$ cat src/rtl/uart_ctrl_pkg.sv
// Shared definitions for the 16550 UART transfer controller: register map,
// LSR bit positions, controller states and the configuration write table.
package uart_ctrl_pkg;

  localparam logic [2:0] ADR_RBR_THR = 3'd0;
  localparam logic [2:0] ADR_DLL     = 3'd0;
  localparam logic [2:0] ADR_IER_DLM = 3'd1;
  localparam logic [2:0] ADR_FCR     = 3'd2;
  localparam logic [2:0] ADR_LCR     = 3'd3;
  localparam logic [2:0] ADR_LSR     = 3'd5;

  localparam int LSR_DR   = 0;
  localparam int LSR_THRE = 5;

  localparam logic [2:0] CFG_LAST = 3'd5;

  typedef enum logic [2:0] {
    IDLE,
    CFG,
    POLL,
    RX_RD,
    TX_WR,
    DONE_WAIT,
    ERROR
  } state_t;

  typedef struct packed {
    logic [2:0] adr;
    logic [7:0] dat;
  } wb_wr_t;

  // Configuration sequence: open the divisor latch, load the divisor,
  // close the latch with the final line format, enable/reset FIFOs, mask IRQs.
  function automatic wb_wr_t cfg_entry(input logic [2:0]  idx,
                                       input logic [15:0] divisor,
                                       input logic [7:0]  lcr);
    wb_wr_t e;
    case (idx)
      3'd0:    begin e.adr = ADR_LCR;     e.dat = 8'h80 | lcr;    end
      3'd1:    begin e.adr = ADR_DLL;     e.dat = divisor[7:0];   end
      3'd2:    begin e.adr = ADR_IER_DLM; e.dat = divisor[15:8];  end
      3'd3:    begin e.adr = ADR_LCR;     e.dat = lcr;            end
      3'd4:    begin e.adr = ADR_FCR;     e.dat = 8'h07;          end
      default: begin e.adr = ADR_IER_DLM; e.dat = 8'h00;          end
    endcase
    return e;
  endfunction

endpackage

$ cat src/rtl/uart_wb_master.sv
// Single-transfer Wishbone master: launches one registered bus cycle per
// request, guarantees an idle cycle between cycles and aborts on ack timeout.
module uart_wb_master #(
  parameter int ACK_TIMEOUT = 5
) (
  input  logic       clk,
  input  logic       rstn,
  input  logic       req,
  input  logic       req_we,
  input  logic [2:0] req_adr,
  input  logic [7:0] req_dat,
  output logic       busy,
  output logic       done,
  output logic       timeout,
  output logic [2:0] wb_adr_o,
  output logic [7:0] wb_dat_o,
  output logic       wb_we_o,
  output logic       wb_stb_o,
  output logic       wb_cyc_o,
  output logic [3:0] wb_sel_o,
  input  logic       wb_ack_i
);

  localparam int CW = $clog2(ACK_TIMEOUT + 1);
  localparam logic [CW-1:0] LIMIT = CW'(ACK_TIMEOUT);

  logic [CW-1:0] wait_cnt;
  logic          gap;

  assign busy    = wb_stb_o;
  assign done    = wb_stb_o && wb_ack_i;
  // wait_cnt holds the number of the current strobe cycle, starting at 1.
  assign timeout = wb_stb_o && !wb_ack_i && (wait_cnt == LIMIT);

  always_ff @(posedge clk or negedge rstn) begin
    if (!rstn) begin
      wb_adr_o <= 3'd0;
      wb_dat_o <= 8'h00;
      wb_we_o  <= 1'b0;
      wb_stb_o <= 1'b0;
      wb_cyc_o <= 1'b0;
      wb_sel_o <= 4'b0000;
      wait_cnt <= '0;
      gap      <= 1'b0;
    end else begin
      gap <= 1'b0;
      if (wb_stb_o) begin
        if (done || timeout) begin
          wb_cyc_o <= 1'b0;
          wb_stb_o <= 1'b0;
          gap      <= 1'b1;
          wait_cnt <= '0;
        end else begin
          wait_cnt <= wait_cnt + 1'b1;
        end
      end else if (req && !gap) begin
        wb_cyc_o <= 1'b1;
        wb_stb_o <= 1'b1;
        wb_we_o  <= req_we;
        wb_adr_o <= req_adr;
        wb_dat_o <= req_dat;
        wb_sel_o <= 4'b0001;
        wait_cnt <= CW'(1);
      end
    end
  end

endmodule

$ cat src/rtl/uart_xfer_ctrl.sv
// Configures a 16550-style UART over Wishbone, then polls LSR to move bytes
// between the UART and the tx/rx valid-ready handshakes.
module uart_xfer_ctrl
  import uart_ctrl_pkg::*;
#(
  parameter logic [15:0] DIVISOR     = 16'd130,
  parameter logic [7:0]  LCR_VAL     = 8'h03,
  parameter int          ACK_TIMEOUT = 5
) (
  input  logic       clk,
  input  logic       rstn,
  input  logic       start_config,
  output logic       config_done,
  input  logic [7:0] tx_data,
  input  logic       tx_valid,
  output logic       tx_ready,
  output logic [7:0] rx_data,
  output logic       rx_valid,
  input  logic       rx_ready,
  output logic       err,
  output logic [2:0] wb_adr_o,
  output logic [7:0] wb_dat_o,
  input  logic [7:0] wb_dat_i,
  output logic       wb_we_o,
  output logic       wb_stb_o,
  output logic       wb_cyc_o,
  output logic [3:0] wb_sel_o,
  input  logic       wb_ack_i
);

  state_t     state, state_nx;
  logic [2:0] cfg_idx, cfg_idx_nx;
  logic       config_done_nx, err_nx;
  logic       pend, pend_nx;
  logic       start_q, start_rise;
  logic       req, req_we;
  logic [2:0] req_adr;
  logic [7:0] req_dat;
  logic       xfer_busy, xfer_done, xfer_timeout;
  logic       rx_load;
  wb_wr_t     cfg_wr;

  assign start_rise = start_config && !start_q;
  assign cfg_wr     = cfg_entry(cfg_idx, DIVISOR, LCR_VAL);

  uart_wb_master #(.ACK_TIMEOUT(ACK_TIMEOUT)) u_master (
    .clk      (clk),
    .rstn     (rstn),
    .req      (req),
    .req_we   (req_we),
    .req_adr  (req_adr),
    .req_dat  (req_dat),
    .busy     (xfer_busy),
    .done     (xfer_done),
    .timeout  (xfer_timeout),
    .wb_adr_o (wb_adr_o),
    .wb_dat_o (wb_dat_o),
    .wb_we_o  (wb_we_o),
    .wb_stb_o (wb_stb_o),
    .wb_cyc_o (wb_cyc_o),
    .wb_sel_o (wb_sel_o),
    .wb_ack_i (wb_ack_i)
  );

  always_ff @(posedge clk or negedge rstn) begin
    if (!rstn) begin
      state       <= IDLE;
      cfg_idx     <= 3'd0;
      config_done <= 1'b0;
      err         <= 1'b0;
      pend        <= 1'b0;
      start_q     <= 1'b0;
      rx_data     <= 8'h00;
      rx_valid    <= 1'b0;
    end else begin
      state       <= state_nx;
      cfg_idx     <= cfg_idx_nx;
      config_done <= config_done_nx;
      err         <= err_nx;
      pend        <= pend_nx;
      start_q     <= start_config;
      if (rx_load) begin
        rx_data  <= wb_dat_i;
        rx_valid <= 1'b1;
      end else if (rx_valid && rx_ready) begin
        rx_valid <= 1'b0;
      end
    end
  end

  // A restart request outside CFG is remembered in pend and honoured only
  // once no bus cycle is in flight, so the UART never sees a torn access.
  always_comb begin
    state_nx       = state;
    cfg_idx_nx     = cfg_idx;
    config_done_nx = config_done;
    err_nx         = err;
    pend_nx        = pend;
    req            = 1'b0;
    req_we         = 1'b0;
    req_adr        = ADR_LSR;
    req_dat        = 8'h00;
    tx_ready       = 1'b0;
    rx_load        = 1'b0;

    if (start_rise && (state inside {POLL, DONE_WAIT, RX_RD, TX_WR}))
      pend_nx = 1'b1;

    case (state)
      IDLE: begin
        if (start_rise) begin
          state_nx   = CFG;
          cfg_idx_nx = 3'd0;
        end
      end

      CFG: begin
        req     = 1'b1;
        req_we  = 1'b1;
        req_adr = cfg_wr.adr;
        req_dat = cfg_wr.dat;
        if (xfer_timeout) begin
          state_nx       = ERROR;
          err_nx         = 1'b1;
          config_done_nx = 1'b0;
          cfg_idx_nx     = 3'd0;
        end else if (xfer_done) begin
          if (cfg_idx == CFG_LAST) begin
            state_nx       = DONE_WAIT;
            config_done_nx = 1'b1;
            cfg_idx_nx     = 3'd0;
          end else begin
            cfg_idx_nx = cfg_idx + 3'd1;
          end
        end
      end

      DONE_WAIT: begin
        if (pend_nx) begin
          state_nx       = CFG;
          cfg_idx_nx     = 3'd0;
          config_done_nx = 1'b0;
          pend_nx        = 1'b0;
        end else begin
          state_nx = POLL;
        end
      end

      POLL: begin
        if (!xfer_busy) begin
          if (pend_nx) begin
            state_nx       = CFG;
            cfg_idx_nx     = 3'd0;
            config_done_nx = 1'b0;
            pend_nx        = 1'b0;
          end else begin
            req = 1'b1;
          end
        end else if (xfer_timeout) begin
          state_nx       = ERROR;
          err_nx         = 1'b1;
          config_done_nx = 1'b0;
          pend_nx        = 1'b0;
        end else if (xfer_done) begin
          if (pend_nx) begin
            state_nx       = CFG;
            cfg_idx_nx     = 3'd0;
            config_done_nx = 1'b0;
            pend_nx        = 1'b0;
          end else if (wb_dat_i[LSR_DR] && !rx_valid) begin
            state_nx = RX_RD;
          end else if (wb_dat_i[LSR_THRE] && tx_valid) begin
            state_nx = TX_WR;
          end
        end
      end

      RX_RD: begin
        req     = 1'b1;
        req_adr = ADR_RBR_THR;
        if (xfer_timeout) begin
          state_nx       = ERROR;
          err_nx         = 1'b1;
          config_done_nx = 1'b0;
          pend_nx        = 1'b0;
        end else if (xfer_done) begin
          rx_load  = 1'b1;
          state_nx = POLL;
        end
      end

      TX_WR: begin
        req     = 1'b1;
        req_we  = 1'b1;
        req_adr = ADR_RBR_THR;
        req_dat = tx_data;
        if (xfer_timeout) begin
          state_nx       = ERROR;
          err_nx         = 1'b1;
          config_done_nx = 1'b0;
          pend_nx        = 1'b0;
        end else if (xfer_done) begin
          tx_ready = 1'b1;
          state_nx = POLL;
        end
      end

      ERROR: begin
        if (start_rise) begin
          state_nx   = CFG;
          err_nx     = 1'b0;
          cfg_idx_nx = 3'd0;
        end
      end

      default: state_nx = IDLE;
    endcase
  end

endmodule

$ cat config.mk
export PLATFORM = sky130hd
export DESIGN_NAME = uart_xfer_ctrl
export DESIGN_NICKNAME = d
export VERILOG_FILES = /design/src/rtl/uart_ctrl_pkg.sv /design/src/rtl/uart_wb_master.sv /design/src/rtl/uart_xfer_ctrl.sv
export SDC_FILE = /design/constraint.sdc
export NUM_CORES = 1
export LEC_CHECK = 0
export BUFFER_PORTS_ARGS = -buffer_cell sky130_fd_sc_hd__buf_4
export CAP_MARGIN = 10
export CORE_MARGIN = 5
export CORE_UTILIZATION = 35
export CTS_BUF_LIST = sky130_fd_sc_hd__clkbuf_16
export CTS_CLUSTER_DIAMETER = 100
export DETAILED_ROUTE_END_ITERATION = 8
export PLACE_DENSITY_LB_ADDON = 0.1
export SKIP_CTS_REPAIR_TIMING = 1
export SLEW_MARGIN = 10
export SYNTH_ARGS = -nofsm -noshare
export SYNTH_HDL_FRONTEND = slang
export SYNTH_SLANG_ARGS = --single-unit
$ cat constraint.sdc
create_clock -name clk -period 2.9 [get_ports clk]
set_clock_uncertainty 0.15 [all_clocks]
set_input_delay 0.87 -clock clk [delete_from_list [all_inputs] [get_ports clk]]
set_output_delay 0.87 -clock clk [all_outputs]
set_load 0.01 [all_outputs]
==> results.sh, run 1 <==
export IMPL_status="completed"
export IMPL_stdcell_area_um2=2730
export IMPL_place_ws_ps=350
export IMPL_cp_data_arrival_time_ps=1580
export IMPL_cts_buffers=5
export IMPL_row_count=28
export IMPL_power_uw=3200
export IMPL_worst_pin_slew_ps=635
export IMPL_rsz0062_at_grt="no"
export IMPL_cpLargestDelayFamily="flip-flops"
export IMPL_path_buf_inv=1
export IMPL_drive_gt1_frac=0.290
export IMPL_port_buffers=48
export IMPL_diodes=0
export IMPL_fp_dieH_um=88.2
export IMPL_synthTopCellsByArea="dfrtp_1 44%, mux2_2 7.4%, nor2_1 3.7%"
export IMPL_maxSlewHeadroom=0.576
export IMPL_synth_top_area_share=0.444
export IMPL_ios=52
export IMPL_cp_start_kind="flop"
export IMPL_ys_flop_type="dfrtp_1"
export IMPL_tns_ps=0
export IMPL_cts_sinks=38
export IMPL_antenna_found_initial=0
export IMPL_vdd_ir_drop_max_v=0.000401
export IMPL_grt_start_max_net_pins=39
export IMPL_gr_total_overflow=0
export IMPL_core_area_um2=5920
export IMPL_cellPowerDensity_nw_per_um2=1170
export IMPL_r2r_cells=5
export IMPL_dp_hpwl_um=3930
export IMPL_grt_pass1_vias=1816
export IMPL_drc_errors=0
export IMPL_drtPass1Iterations=4
export IMPL_final_hold_viol_count=0
export IMPL_critPathMaxStageDelay_ps=610
export IMPL_clk_latency_ps=280
export IMPL_crit_chain="nor2b_1 > nand2b_1 > nor2_1 > buf_4"
export IMPL_fillers=566
export IMPL_maxCapViolCount=0
export IMPL_placed_area_um2=2570
export IMPL_clk_path_buf_depth=2
export IMPL_hold_path_class="reg -> reg"
export IMPL_syn_area_per_cell_um2=9.56
export IMPL_final_nets=297
export IMPL_setup_viol=0
export IMPL_wl_per_cell_um=15.9
export IMPL_cp_depth=4
export IMPL_fin_ws_ps=297
export IMPL_ys_top_cells_by_count="38 x dfrtp_1, 21 x nor2_1, 14 x a21oi_1, 14 x mux2_2, 13 x nand2_1"
export IMPL_area_growth_pct=27.6
export IMPL_cp_data_required_time_ps=1880
export IMPL_die_area_um2=7780
export IMPL_synth_cell_types=57
export IMPL_grtUsageTotal=0.150
export IMPL_root_buffer="clkbuf_16"
export IMPL_slowest_stage="dfrtp_1"
export IMPL_criticalPathCategory="reg -> out"
export IMPL_grt_pass1_wl_um=9030
export IMPL_p_leak_uw=0.00122
export IMPL_syn_cell_area_um2=2140
export IMPL_cts_tree="yes"
export IMPL_vias=1842
export IMPL_crit_fanout=21
export IMPL_htree_levels=2
export IMPL_finalCritPeriodShare=0.898
export IMPL_slew_viol_final=0
export IMPL_vias_per_cell=5.31
export IMPL_whs_path_depth=1
export IMPL_seq_area_frac_synth=0.444
export IMPL_synth_largest_area_cell="dfrtp_1"
export IMPL_finalCriticalPeriod_ps=2600
export IMPL_synth_edff_count=0
export IMPL_async_flop_share=1.00
export IMPL_synth_most_common_cell="dfrtp_1"
export IMPL_ant_nets=0
export IMPL_drt_total_wl_um=5520
export IMPL_max_freq_ghz=0.384
export IMPL_syn_inst=224
export IMPL_ys_ff_latch=38
export IMPL_die_w_um=88.2
export IMPL_cts_clk_slew_worst_paths_ps=60
export IMPL_globalplace_congestion=0.840
export IMPL_detail_route_iter0_violations=162
export IMPL_start_util=0.362
export IMPL_cp_end_kind="output port"
export IMPL_synth_warnings=0
[sequential cells by signal (all words and copies together) (netlist names), 3 cells and up]
signal and count:
rx_data 8, u_master.wb_dat_o 8, cfg_idx 3, state 3, u_master.wait_cnt 3, u_master.wb_adr_o 3
[cells by family after synthesis]
group | after synthesis | share of synthesized area
and+or+nand+nor | 79 | 0.204
AOI/OAI and AO/OA | 58 | 0.178
DFF | 38 | 0.444
buffers and inverters | 27 | 0.0619
muxes | 17 | 0.0883
adders and majority gates | 3 | 0.0175
other | 1 | 0.00175
xor gates and xnor gates | 1 | 0.00409
[metal layers]
layer / up-vias / track usage / share of wire
li1: 887 / - / -
met1: 884 / 0.212 / 0.47
met2: 61 / 0.221 / 0.46
met3: 10 / 0.0298 / 0.047
met4: 0 / 0.0659 / 0.022
met5: - / 0 / 0
[power breakdown]
part	total [uW]	internal, uW	switching (uW)
sequential	993	756	237
combinational	1600	796	805
clock	610	398	212
[layout by cell type, fill, tap and decap left out, types with 3 or more instances in the layout]
master     count
o21ai_0       12
buf_4         53
nand3_1        7
a31oi_1        3
and2b_1        3
nand2_1       13
a32oi_1        3
o21ai_1        4
nand2b_1       8
dfrtp_1       38
clkbuf_16      5
o211ai_1       3
conb_1         3
nor2_1        21
nor2b_1        6
inv_1         12
ha_1           3
mux2_2        14
a21oi_1       14
[per-stage QoR]
step / instances / hold WS [ps] / utilization
2_1_floorplan: 226 / 322 / -
3_3_place_gp: 340 / 316 / 0.434
3_5_place_dp: 340 / 317 / 0.434
4_1_cts: 347 / 332 / 0.461
5_1_grt: 347 / 349 / 0.461
6_report: 347 / 331 / 0.461
[final cells by class]
cell class	instances	area, um^2	area share
multi-input cells	161	1060	0.390
flip-flops and latches	38	951	0.348
repair buffers	54	418	0.153
clock buffers	5	125	0.0458
well taps	75	93.8	0.0344
inverters	12	45.0	0.0165
clock inverters	2	33.8	0.0124
[worst register-to-register path, stage by stage, from the launching register on]
cell and delay (ps):
dfrtp_1 750, xor2_1 180, a211oi_1 510, a32oi_1 120, nand3_1 220, mux2_2 350
[worst paths after layout]
check | from | to | slack (ps)
setup / recovery | state[1] | tx_ready | 300
min in group asynchronous | rstn | pend | 410
setup reg to reg | state[1] | state[0] | 530
max in group asynchronous | rstn | rx_data[4] | 1820
hold / removal | u_master.wb_sel_o[0] | u_master.wb_sel_o[0] | 330
hold reg to reg | u_master.wb_sel_o[0] | u_master.wb_sel_o[0] | 330
No activity file was read; power rests on OpenSTA's default activity.
==> run 2: changes to the inputs <==
--- a/config.mk
+++ b/config.mk
@@ -9,7 +9,6 @@
 export CAP_MARGIN = 10
 export CORE_MARGIN = 5
 export CORE_UTILIZATION = 35
-export CTS_BUF_LIST = sky130_fd_sc_hd__clkbuf_16
 export CTS_CLUSTER_DIAMETER = 100
 export DETAILED_ROUTE_END_ITERATION = 8
 export PLACE_DENSITY_LB_ADDON = 0.1
==> results.sh, run 2 (synthesized netlist as in run 1, its figures left out) <==
export IMPL_fillers=573
export IMPL_root_buffer="clkbuf_8"
export IMPL_power_net_switching_uw=1240
export IMPL_detail_route_iter0_violations=128
export IMPL_cts_clk_slew_worst_paths_ps=80
export IMPL_clk_path_buf_depth=2
export IMPL_crit_chain="nor2b_1 > nand2b_1 > nor2_1 > buf_4"
export IMPL_layout_commonest_cell="buf_4"
export IMPL_switching_share=0.404
export IMPL_slowest_stage="dfrtp_1"
export IMPL_crit_fanout=21
export IMPL_finalCriticalPeriod_ps=2630
export IMPL_cpLargestDelayFamily="flip-flops"
export IMPL_criticalPathCategory="reg -> out"
export IMPL_cp_end_kind="output port"
export IMPL_grt_start_max_net_pins=39
export IMPL_antenna_found_initial=0
export IMPL_die_w_um=88.2
export IMPL_area_growth_pct=25.4
export IMPL_drc_errors=0
export IMPL_power_uw=3060
export IMPL_wl_per_cell_um=15.8
export IMPL_rsz0062_at_grt="no"
export IMPL_dp_hpwl_um=3930
export IMPL_final_nets=297
export IMPL_maxSlewHeadroom=0.570
export IMPL_final_hold_viol_count=0
export IMPL_critPathMaxStageDelay_ps=620
export IMPL_cp_data_arrival_time_ps=1610
export IMPL_status="completed"
export IMPL_setup_viol=0
export IMPL_drt_total_wl_um=5490
export IMPL_htree_levels=2
export IMPL_grt_pass1_vias=1821
export IMPL_diodes=0
export IMPL_start_util=0.362
export IMPL_vdd_ir_drop_max_v=0.000431
export IMPL_ant_nets=0
export IMPL_finalCritPeriodShare=0.906
export IMPL_intPower_uw=1830
export IMPL_port_buffers=48
export IMPL_cts_buffers=5
export IMPL_cellPowerDensity_nw_per_um2=1140
export IMPL_combPwrFrac=0.522
export IMPL_max_freq_ghz=0.381
export IMPL_cp_start_kind="flop"
export IMPL_grt_pass1_wl_um=8960
export IMPL_cts_tree="yes"
export IMPL_p_leak_uw=0.00120
export IMPL_globalplace_congestion=0.840
export IMPL_top_regs="rx_data (8), u_master.wb_dat_o (8)"
export IMPL_maxCapViolCount=0
export IMPL_vias_per_cell=5.24
export IMPL_final_cell_mix="53 x buf_4, 38 x dfrtp_1, 21 x nor2_1"
export IMPL_core_area_um2=5920
export IMPL_clk_latency_ps=290
export IMPL_row_count=28
export IMPL_grtUsageTotal=0.147
export IMPL_dp_cells=340
export IMPL_slew_viol_final=0
export IMPL_path_buf_inv=1
export IMPL_worst_pin_slew_ps=645
export IMPL_drtPass1Iterations=4
export IMPL_finalNonFillerCells=347
export IMPL_gr_total_overflow=0
export IMPL_drive_gt1_frac=0.294
export IMPL_fp_dieH_um=88.2
export IMPL_hold_path_class="reg -> reg"
export IMPL_vias=1820
export IMPL_die_area_um2=7780
export IMPL_cts_sinks=38
export IMPL_tns_ps=0
export IMPL_cp_data_required_time_ps=1880
export IMPL_ios=52
export IMPL_p_clk_frac=0.154
export IMPL_p_seq_frac=0.324
## run 2: cell count changes in the layout (fill, tap and decap cells not counted), sizes merged
cell / before / now
clkinv: 1 / 0
clkbuf: 5 / 6
## run 2: final timing paths
check,startpoint,end,slack [ps],depth (start not counted)
max in group asynchronous,rstn,rx_data[3],1840,1
worst min-delay path,u_master.wb_sel_o[0],u_master.wb_sel_o[0],330,1
min in group asynchronous,rstn,pend,390,1
worst max-delay path,state[1],tx_ready,270,4
worst min register to register,u_master.wb_sel_o[0],u_master.wb_sel_o[0],330,1
worst max register to register,state[1],state[0],520,5
## run 2: layer usage
layer	vias to the layer above	GRT usage	part of all wire
li1	883	-	-
met1	873	0.210	0.48
met2	57	0.222	0.46
met3	7	0.0326	0.042
met4	0	0.0495	0.013
met5	-	0	0
## run 2: area by class of cell
type                            instances  area, um^2  area share
Sequential cell                        38         951       0.354
Clock inverter                          1        30.0      0.0112
Inverter                               12        45.0      0.0168
Tap cell                               75        93.8      0.0349
Multi-Input combinational cell        161        1060       0.397
Timing Repair Buffer                   54         418       0.156
Clock buffer                            6        82.6      0.0308
## run 2: per-stage QoR
stage          area, um^2  hold WS [ps]  setup WS, ps  utilization
6_report             2690           332           273        0.454
5_1_grt              2690           354           111        0.454
4_1_cts              2690           338           269        0.454
3_5_place_dp         2570           317           350        0.434
3_3_place_gp         2570           316           405        0.434
2_1_floorplan        2150           322           681            -
## run 2: power by group through the flow
stage / combinational (uW) / clock, uW / sequential, uW
after floorplan: 1070 / 0 / 961
after global placement: 1620 / 0 / 1000
after detailed placement: 1610 / 0 / 993
after CTS: 1610 / 487 / 987
after global routing: 1790 / 501 / 1030
final: 1600 / 471 / 993
